### config.mk
export PLATFORM = sky130hd
export DESIGN_NAME = mux_nbit_x4_rr
export DESIGN_NICKNAME = d
export VERILOG_FILES = /design/src/rtl/mux_nbit_x4_rr.sv
export SDC_FILE = /design/constraint.sdc
export NUM_CORES = 1
export LEC_CHECK = 0
export CORE_ASPECT_RATIO = 0.6
export CORE_MARGIN = 5
export CORE_UTILIZATION = 33
export DETAILED_ROUTE_END_ITERATION = 8
export PLACE_DENSITY_LB_ADDON = 0.12
export SLEW_MARGIN = 30
export SYNTH_ARGS = -nofsm -noshare
export SYNTH_HDL_FRONTEND = slang
export SYNTH_SLANG_ARGS = --single-unit
### constraint.sdc
create_clock -name clk -period 1.9 [get_ports clk]
set_input_delay 0.38 -clock clk [delete_from_list [all_inputs] [get_ports clk]]
set_output_delay 0.38 -clock clk [all_outputs]
set_load 0.02 [all_outputs]
### src/rtl/mux_nbit_x4_rr.sv
// Four-to-one merging multiplexer with round-robin arbitration and a registered output stage.
// The granted channel index travels with each beat on sel, so the consumer can route replies back.
module mux_nbit_x4_rr #(
    parameter int BUS_WIDTH = 8
) (
    input  logic                 clk,
    input  logic                 rst_n,
    input  logic [BUS_WIDTH-1:0] a,
    input  logic [BUS_WIDTH-1:0] b,
    input  logic [BUS_WIDTH-1:0] c,
    input  logic [BUS_WIDTH-1:0] d,
    input  logic                 a_valid,
    input  logic                 b_valid,
    input  logic                 c_valid,
    input  logic                 d_valid,
    output logic                 a_ready,
    output logic                 b_ready,
    output logic                 c_ready,
    output logic                 d_ready,
    output logic [BUS_WIDTH-1:0] y,
    output logic                 y_valid,
    input  logic                 y_ready,
    output logic [1:0]           sel
);

    logic [1:0]           ptr;
    logic                 load;
    logic [3:0]           valid_vec;
    logic [3:0]           ready_vec;
    logic                 found;
    logic [1:0]           grant_idx;
    logic [1:0]           idx;
    logic [BUS_WIDTH-1:0] grant_data;

    assign valid_vec = {d_valid, c_valid, b_valid, a_valid};
    assign load      = !y_valid || y_y_ready_guard();

    function automatic logic y_y_ready_guard();
        return y_ready;
    endfunction

    // Search from the pointer upward, wrapping; the first valid channel wins.
    always_comb begin
        found     = 1'b0;
        grant_idx = ptr;
        idx       = ptr;
        for (int i = 0; i < 4; i++) begin
            idx = ptr + 2'(i);
            if (!found && valid_vec[idx]) begin
                found     = 1'b1;
                grant_idx = idx;
            end
        end
    end

    // Readys are forced low while reset is held, even though load looks true then.
    always_comb begin
        ready_vec = 4'b0000;
        if (rst_n && load && found) begin
            ready_vec[grant_idx] = 1'b1;
        end
    end

    assign a_ready = ready_vec[0];
    assign b_ready = ready_vec[1];
    assign c_ready = ready_vec[2];
    assign d_ready = ready_vec[3];

    always_comb begin
        grant_data = a;
        case (grant_idx)
            2'd0:    grant_data = a;
            2'd1:    grant_data = b;
            2'd2:    grant_data = c;
            default: grant_data = d;
        endcase
    end

    always_ff @(posedge clk or negedge rst_n) begin
        if (!rst_n) begin
            y       <= '0;
            sel     <= 2'd0;
            y_valid <= 1'b0;
            ptr     <= 2'd0;
        end else if (load) begin
            if (found) begin
                y       <= grant_data;
                sel     <= grant_idx;
                y_valid <= 1'b1;
                ptr     <= grant_idx + 2'd1;
            end else begin
                y_valid <= 1'b0;
            end
        end
    end

endmodule

==> results of run 1 <==
[worst paths after layout]
| kind | endpoint | slack [ns] | cells after the start |
|---|---|---|---|
| max | c_ready | -0.28 | 8 |
| min | y[1]$_DFFE_PN0P_ | 0.51 | 1 |
| max reg2reg | y[5]$_DFFE_PN0P_ | -0.23 | 9 |
| min reg2reg | y[1]$_DFFE_PN0P_ | 0.51 | 1 |
| max in group asynchronous | y[7]$_DFFE_PN0P_ | 1.08 | 2 |
| min in group asynchronous | y[3]$_DFFE_PN0P_ | 0.61 | 2 |
[registers in the layout (all words and copies together) (netlist names)]
| signal | flops |
|---|---|
| y | 8 |
| ptr | 2 |
| sel | 2 |
| y_valid | 1 |
[power by group]
part           internal, mW  leakage, nW  total, mW  switching, mW
combinational         0.768        0.608       1.37          0.601
sequential            0.392        0.154      0.471         0.0783
clock                 0.148       0.0228      0.249          0.101
total                  1.31        0.785       2.09          0.780
[layout make-up]
| cell class | instances | area [sq um] | share of cell area |
|---|---|---|---|
| multi-input combinational | 68 | 655.6 | 0.3604 |
| timing repair buffer | 82 | 752.0 | 0.4133 |
| tap | 32 | 40.04 | 0.02201 |
| sequential | 13 | 326.6 | 0.1795 |
| clock buffer | 4 | 45.04 | 0.02476 |
[cell usage after synthesis (3+ instances only)]
library cell	count	share of area
a222oi_1	8	0.090
o21ai_0	10	0.056
and3_1	5	0.035
dfrtp_1	13	0.37
nand2_1	9	0.038
mux2_2	6	0.076
mux2_4	3	0.051
ha_1	5	0.071
nor2b_1	4	0.028
clkbuf_1	4	0.017
[critical path: stages (launching register included)]
cell and delay, ns:
dfrtp_2 0.41, a21boi_1 0.09, o21bai_1 0.21, buf_4 0.17, nand3_4 0.09, ha_4 0.18
buf_4 0.13, and3_4 0.14, buf_6 0.12
[kinds of logic after synthesis]
| logic type | count (synthesis) |
|---|---|
| flip-flops | 13 |
| AO/OA/AOI/OAI | 28 |
| adder cells (fa/ha/maj) | 5 |
| multiplexers | 9 |
| buffers and inverters | 6 |
| AND/OR/NAND/NOR | 26 |
[routing by layer]
| layer | share of wire | up-vias |
|---|---|---|
| li1 | - | 501 |
| met3 | 0.051 | 4 |
| met4 | 0.0094 | 0 |
| met2 | 0.46 | 35 |
| met1 | 0.48 | 500 |
| met5 | 0 | - |
[repair_timing]
action / 4_1_cts / 5_1_grt
gates resized for setup: 49 / 12
hold buffers: 0 / 0
pin swaps: 22 / 10
setup buffers: 7 / 3
cloned: 0 / 0
setup endpoints to repair: 13 / 12
==> flow_metrics.tcl, run 1 <==
set metrics [dict create \
    dp_cells 185 \
    setup_tns_ns -2.569 \
    p_total_mw 2.088 \
    leakagePower_nw 0.7846 \
    h-tree-depth 1 \
    relSlewSlack 0.8037 \
    worstHoldStart "y[1]$_DFFE_PN0P_" \
    seq_area_frac_synth 0.3667 \
    rsz0062_at_grt "true" \
    grt_pass1_wl_mm 5.319 \
    grt_use_met1 0.2486 \
    ys_warn_count 0 \
    synthFlopType "dfrtp_1" \
    coreArea_sq_mm 0.002540 \
    busiest_layer "met2" \
    cts_sinks 13 \
    final_common_cell "clkdlybuf4s50_1" \
    dp_hpwl_mm 2.469 \
    synth-simple-area-share 0.1608 \
    drv_slew 0 \
    synth_compound_area_frac 0.2327 \
    syn_nets 131 \
    synth_cell_types 25 \
    ant_nets 0 \
    dpl_worst_slack_ns -1.102 \
    layoutNonFillerInstCount 199 \
    die-height_um 50.16 \
    timing.rr.start "ptr[1]$_DFFE_PN0P_" \
    skew_ns 0.002891 \
    port_buffers 53 \
    min_path_type "register to register" \
    yosys.area_share.adder 0.07052 \
    grt_pass1_vias 1062 \
    ir_drop_uv 586.6 \
    period_minus_slack_ns 2.177 \
    startpoint "ptr[1]$_DFFE_PN0P_" \
    finalSetupViolCount 12 \
    startpoint_type "register" \
    fmax_mhz 459.3 \
    timing.final.crit_share 1.146 \
    ys_ff_latch 13 \
    violations "setup timing" \
    timing.final.ws_setup_ns -0.2774 \
    netlist_area_sq_um 887.1 \
    clk_root_buffer_cell "clkbuf_8" \
    wirelength_mm 3.301 \
    clock_latency_ns 0.24 \
    critPathCaptureType "output pin" \
    critPathKind "register to output pin" \
    drv_cap 0 \
    p_per_area_mw_per_mm2 1148 \
    final_cell_mix "clkdlybuf4s50_1 (45), buf_4 (26), dfrtp_1 (12)" \
    syn_inst 87 \
    post-route-util 0.7163 \
    place_congestion 0.8982 \
    tightest_slew_ns 0.2925 \
    drt_first_pass_iters 5 \
    post_dp_cell_area_sq_mm 0.001607 \
    clkTransAtPathRegs_ns 0.06 \
    via_count 1040 \
    hold_viol 0 \
    drt_iter0_drc 87 \
    cts_tree "done" \
    synth.area.mux_share 0.1269 \
    viasPerCell 5.226 \
    rows 14 \
    wl_per_cell_um 16.59 \
    diodes 0 \
    cts_made_buffers 3 \
    grt_antenna_before_repair 0 \
    avgSynthCellArea_sq_um 10.20 \
    synth_top_family_by_area "compound AO/OA/AOI/OAI gates" \
    status "finished, violations left" \
    ys_async_sr_fraction 1.000 \
    cp_data_required_time_ns 1.52 \
    synth_xor_xnor_area_share 0 \
    grt_max_degree 17 \
    grt_usage 0.1739 \
    met3_usage 0.05714 \
    timing.hold.ws_ns 0.5093 \
    grt_overflow_total 0 \
    cts_buffer_depth 2 \
    syn_to_final_growth_pct 105.1 \
    grtUsageMet2 0.2549 \
    die_area_sq_mm 0.003859 \
    io_pins 54 \
    cp_max_fo 6 \
    synth_edf_count 0 \
    design_area_sq_mm 0.001819 \
    drive_gt1_frac 0.4012 \
    start_util 0.3493 \
    arrival_ns 1.80 \
    nFillCells 172 \
    nNetsFinal 212 \
    drc_errors 0 \
    die-width_um 76.94 \
]
No activity file was read; power rests on OpenSTA's default activity.
==> run 2: changes to the inputs <==
- CORE_ASPECT_RATIO: 0.6 -> 1.4
==> flow_metrics.tcl, run 2 (same netlist as run 1, synthesis figures left out) <==
set metrics [dict create \
    drv_slew 0 \
    worstPathCellList "a2111o_1 -> and2_4 -> ha_4 -> buf_6 -> a222oi_1 -> o21ai_1 -> mux2_4" \
    critPathKind "register to register" \
    final_cell_mix "clkdlybuf4s50_1 (45), buf_4 (14), dfrtp_1 (12)" \
    nNetsFinal 200 \
    p_total_mw 1.854 \
    regMostFlops "y" \
    final_common_cell "clkdlybuf4s50_1" \
    reg_top3 "y x8, ptr x2, sel x2" \
    multi_input_area_sq_um 594.3 \
    violations "setup timing" \
    die-width_um 53.82 \
    drv_cap 0 \
    largest_register_ffs 8 \
    tightest_slew_ns 0.3670 \
    nFillCells 222 \
    swShare 0.3817 \
    worst-path-buf-inv 1 \
    timing.final.crit_share 1.190 \
    io_pins 54 \
    clkTransAtPathRegs_ns 0.08 \
    clk_root_buffer_cell "clkbuf_4" \
    status "finished, violations left" \
    reg2reg_to "y[5]$_DFFE_PN0P_" \
    die-height_um 71.35 \
    cts_tree "done" \
    cts_sinks 13 \
    reg2regPathDepth 7 \
    drive_gt1_frac 0.3161 \
    power_frac_comb 0.656 \
    drt_first_pass_iters 8 \
    grt_antenna_before_repair 0 \
    period_minus_slack_ns 2.261 \
    ant_nets 0 \
    cts_made_buffers 3 \
    wirelength_mm 3.021 \
    clock_latency_ns 0.27 \
    port_buffers 53 \
    hold_viol 0 \
    finalSetupViolCount 12 \
    skew_ns 0.001743 \
    max_stage_delay_ns 0.47 \
    grt_max_degree 17 \
    viasPerCell 5.183 \
    leakagePower_nw 0.7082 \
    grt_pass1_wl_mm 4.623 \
    timing.final.ws_setup_ns -0.3614 \
    seqCellArea_sq_um 326.6 \
    h-tree-depth 1 \
    cp_data_required_time_ns 2.06 \
    relSlewSlack 0.7554 \
    start_util 0.3392 \
    drc_errors 0 \
    dp_hpwl_mm 2.353 \
    startpoint_type "register" \
    die_area_sq_mm 0.003840 \
    grt_overflow_total 0 \
    power_frac_seq 0.252 \
    critPathCaptureType "register" \
    drt_iter0_drc 32 \
    fmax_mhz 442.2 \
    diodes 0 \
    reg2reg_slack_ns -0.36 \
    design_area_sq_mm 0.001662 \
    setup_tns_ns -3.167 \
    power_switching_mw 0.7077 \
    timing.rr.start "ptr[1]$_DFFE_PN0P_" \
    coreArea_sq_mm 0.002615 \
    cts_buffer_depth 2 \
    p_per_area_mw_per_mm2 1116 \
    via_count 990 \
    rows 22 \
    grt_usage 0.1576 \
    slowest_stage "a2111o_1" \
    syn_to_final_growth_pct 87.31 \
    cp_max_fo 8 \
    rsz0062_at_grt "true" \
    clkPwrFrac 0.092 \
    min_path_type "input pin to asynchronous set/reset pin" \
    grt_pass1_vias 1010 \
    p_int_mw 1.146 \
    ir_drop_uv 697.7 \
    arrival_ns 2.42 \
    post_dp_cell_area_sq_mm 0.001574 \
    wl_per_cell_um 15.82 \
    place_congestion 0.7853 \
    cp_top_family "compound AO/OA/AOI/OAI gates" \
]
[run 2: how the worst max path moves through the flow]
stage                             from          endpoint  slack [ns]  depth (start not counted)
floorplan                      a_valid  y[0]$_DFFE_PN0P_       -0.16                          8
global placement               d_valid           c_ready       -0.97                          7
detailed placement             d_valid           b_ready       -1.03                          7
CTS                 ptr[1]$_DFFE_PN0P_  y[5]$_DFFE_PN0P_       -0.35                          7
global route        ptr[1]$_DFFE_PN0P_  y[5]$_DFFE_PN0P_       -0.45                          8
finish              ptr[1]$_DFFE_PN0P_  y[5]$_DFFE_PN0P_       -0.36                          7
[run 2: routing by layer]
layer | part of all wire | track usage | up-vias | wire (um)
met3 | 0.13 | 0.05198 | 4 | 386
li1 | - | - | 471 | -
met5 | 0 | 0 | - | 0
met1 | 0.38 | 0.1714 | 452 | 1153
met4 | 0.0083 | 0.05398 | 0 | 25
met2 | 0.48 | 0.2749 | 63 | 1455
[run 2: area by class of cell]
type / instances / area share
Clock buffer: 4 / 0.01581
Multi-Input combinational cell: 68 / 0.3577
Sequential cell: 13 / 0.1965
Tap cell: 36 / 0.02711
Timing Repair Buffer: 70 / 0.4029
[run 2: per-stage QoR]
stage,util,hold WS (ns),instances,setup slack (ns)
after floorplan,-,0.08441,87,-0.1619
final,0.6354,0.3533,191,-0.3614
after global routing,0.6354,0.3598,191,-0.4516
after global placement,0.6019,0.4904,184,-0.9683
after detailed placement,0.6019,0.4922,184,-1.031
after CTS,0.6268,0.3410,190,-0.3490
[run 2: power by group through the flow]
stage          Clock [mW]  Combinational, mW  Sequential, mW
2_1_floorplan           0              0.536           0.573
3_3_place_gp            0               1.12           0.461
3_5_place_dp            0               1.14           0.467
4_1_cts             0.176               1.20           0.463
5_1_grt             0.196               1.32           0.484
6_report            0.171               1.22           0.466
[run 2: timing repair]
action                                  in CTS  in global routing
pin swaps                                   19                  5
gates resized for setup                     37                  4
hold buffers                                 0                  0
endpoints found under the setup margin      13                 12
buffers inserted                             2                  1
==> run 3: changes to the inputs <==
--- a/constraint.sdc
+++ b/constraint.sdc
@@ -3,2 +3,2 @@
 set_output_delay 0.38 -clock clk [all_outputs]
-set_load 0.02 [all_outputs]
+set_load 0.05 [all_outputs]
==> flow_metrics.tcl, run 3 (same netlist as run 1, synthesis figures left out) <==
set metrics [dict create \
    via_count 1013 \
    final_cell_mix "clkdlybuf4s50_1 (41), buf_4 (23), dfrtp_1 (12)" \
    grt_antenna_before_repair 0 \
    die_area_sq_mm 0.003840 \
    clkTransAtPathRegs_ns 0.08 \
    start_util 0.3392 \
    hold_viol 0 \
    port_buffers 53 \
    min_path_type "register to register" \
    tightest_slew_ns 0.5086 \
    ant_nets 0 \
    grt_pass1_wl_mm 4.554 \
    timing.final.ws_setup_ns -0.3096 \
    violations "setup timing" \
    clk_root_buffer_cell "clkbuf_4" \
    wirelength_mm 3.296 \
    grt_usage 0.1586 \
    seqCellArea_sq_um 326.6 \
    cp_data_required_time_ns 1.52 \
    finalSetupViolCount 12 \
    cts_sinks 13 \
    drc_errors 0 \
    critPathCaptureType "output pin" \
    drt_iter0_drc 48 \
    syn_to_final_growth_pct 103.2 \
    drv_cap 0 \
    p_total_mw 2.262 \
    nFillCells 204 \
    period_minus_slack_ns 2.210 \
    grt_overflow_total 0 \
    cts_buffer_depth 2 \
    nNetsFinal 206 \
    diodes 0 \
    rows 22 \
    drt_first_pass_iters 5 \
    grt_max_degree 17 \
    reg2reg_slack_ns -0.28 \
    die-width_um 53.82 \
    clock_latency_ns 0.28 \
    hold_buffers 0 \
    grt_pass1_vias 1053 \
    h-tree-depth 1 \
    relSlewSlack 0.6598 \
    coreArea_sq_mm 0.002615 \
    regMostFlops "y" \
    post_dp_cell_area_sq_mm 0.001608 \
    ir_drop_uv 673.1 \
    cts_tree "done" \
    startpoint_type "input pin" \
    timing.final.crit_share 1.163 \
    drive_gt1_frac 0.4224 \
    status "finished, violations left" \
    skew_ns 0.003013 \
    design_area_sq_mm 0.001803 \
    cts_made_buffers 3 \
    leakagePower_nw 0.7612 \
    dp_hpwl_mm 2.304 \
    wl_per_cell_um 16.73 \
    largest_register_ffs 8 \
    drv_slew 0 \
    cp_max_fo 8 \
    io_pins 54 \
    place_congestion 0.8524 \
    fmax_mhz 452.6 \
    reg_top3 "y x8, ptr x2, sel x2" \
    multi_input_area_sq_um 665.6 \
    arrival_ns 1.83 \
    final_common_cell "clkdlybuf4s50_1" \
    viasPerCell 5.142 \
    critPathKind "input pin to output pin" \
    p_per_area_mw_per_mm2 1255 \
    rsz0062_at_grt "true" \
    die-height_um 71.35 \
]
run 3: final timing paths:
| path | start | end | cells past startpoint |
|---|---|---|---|
| setup / recovery | c_valid | c_ready | 8 |
| hold / removal | y[1]$_DFFE_PN0P_ | y[1]$_DFFE_PN0P_ | 1 |
| setup reg to reg | ptr[1]$_DFFE_PN0P_ | y[3]$_DFFE_PN0P_ | 10 |
| hold reg to reg | y[1]$_DFFE_PN0P_ | y[1]$_DFFE_PN0P_ | 1 |
| max in group asynchronous | rst_n | y[7]$_DFFE_PN0P_ | 2 |
| min in group asynchronous | rst_n | ptr[1]$_DFFE_PN0P_ | 2 |
run 3: per-stage QoR:
step | setup TNS, ns | util | hold WS [ns] | setup slack [ns] | std cells
after floorplan | -1.697 | - | 0.08441 | -0.1685 | 87
after global placement | -9.281 | 0.6148 | 0.4893 | -0.7589 | 184
after detailed placement | -9.925 | 0.6148 | 0.4959 | -0.8083 | 184
after CTS | -3.333 | 0.6608 | 0.5150 | -0.3379 | 194
after global routing | -3.978 | 0.6895 | 0.5387 | -0.3892 | 197
final | -3.065 | 0.6895 | 0.5130 | -0.3096 | 197
run 3: final cells by class:
type / instances / share of cell area
timing repair buffer: 76 / 0.4101
tap: 36 / 0.02498
multi-input combinational: 68 / 0.3692
clock buffer: 4 / 0.01457
sequential: 13 / 0.1811
run 3: critical path: stages:
cell	delay [ns]
dlygate4sd2_1	0.28
nor2b_2	0.18
o21ai_2	0.20
nand3_2	0.12
buf_4	0.16
ha_4	0.18
and3_4	0.18
buf_12	0.14
run 3: power breakdown:
group	switching, mW	internal, mW
logic	0.834	0.785
registers	0.0774	0.391
clock network	0.0939	0.0815
total	1.01	1.26
run 3: what timing repair did:
item                                   CTS  global route
setup endpoints to repair               13            12
resized for setup                       20            19
buffers inserted                         6             3
endpoints found under the hold margin    0             0
pin swaps                               11             7
run 3: metal layers:
layer  wire, um  global-route usage  up-vias
met5          0                   0        -
met4         21             0.06818        0
met3        273             0.02703        2
met2       1736              0.2992       43
met1       1265              0.1602      483
li1           -                   -      485
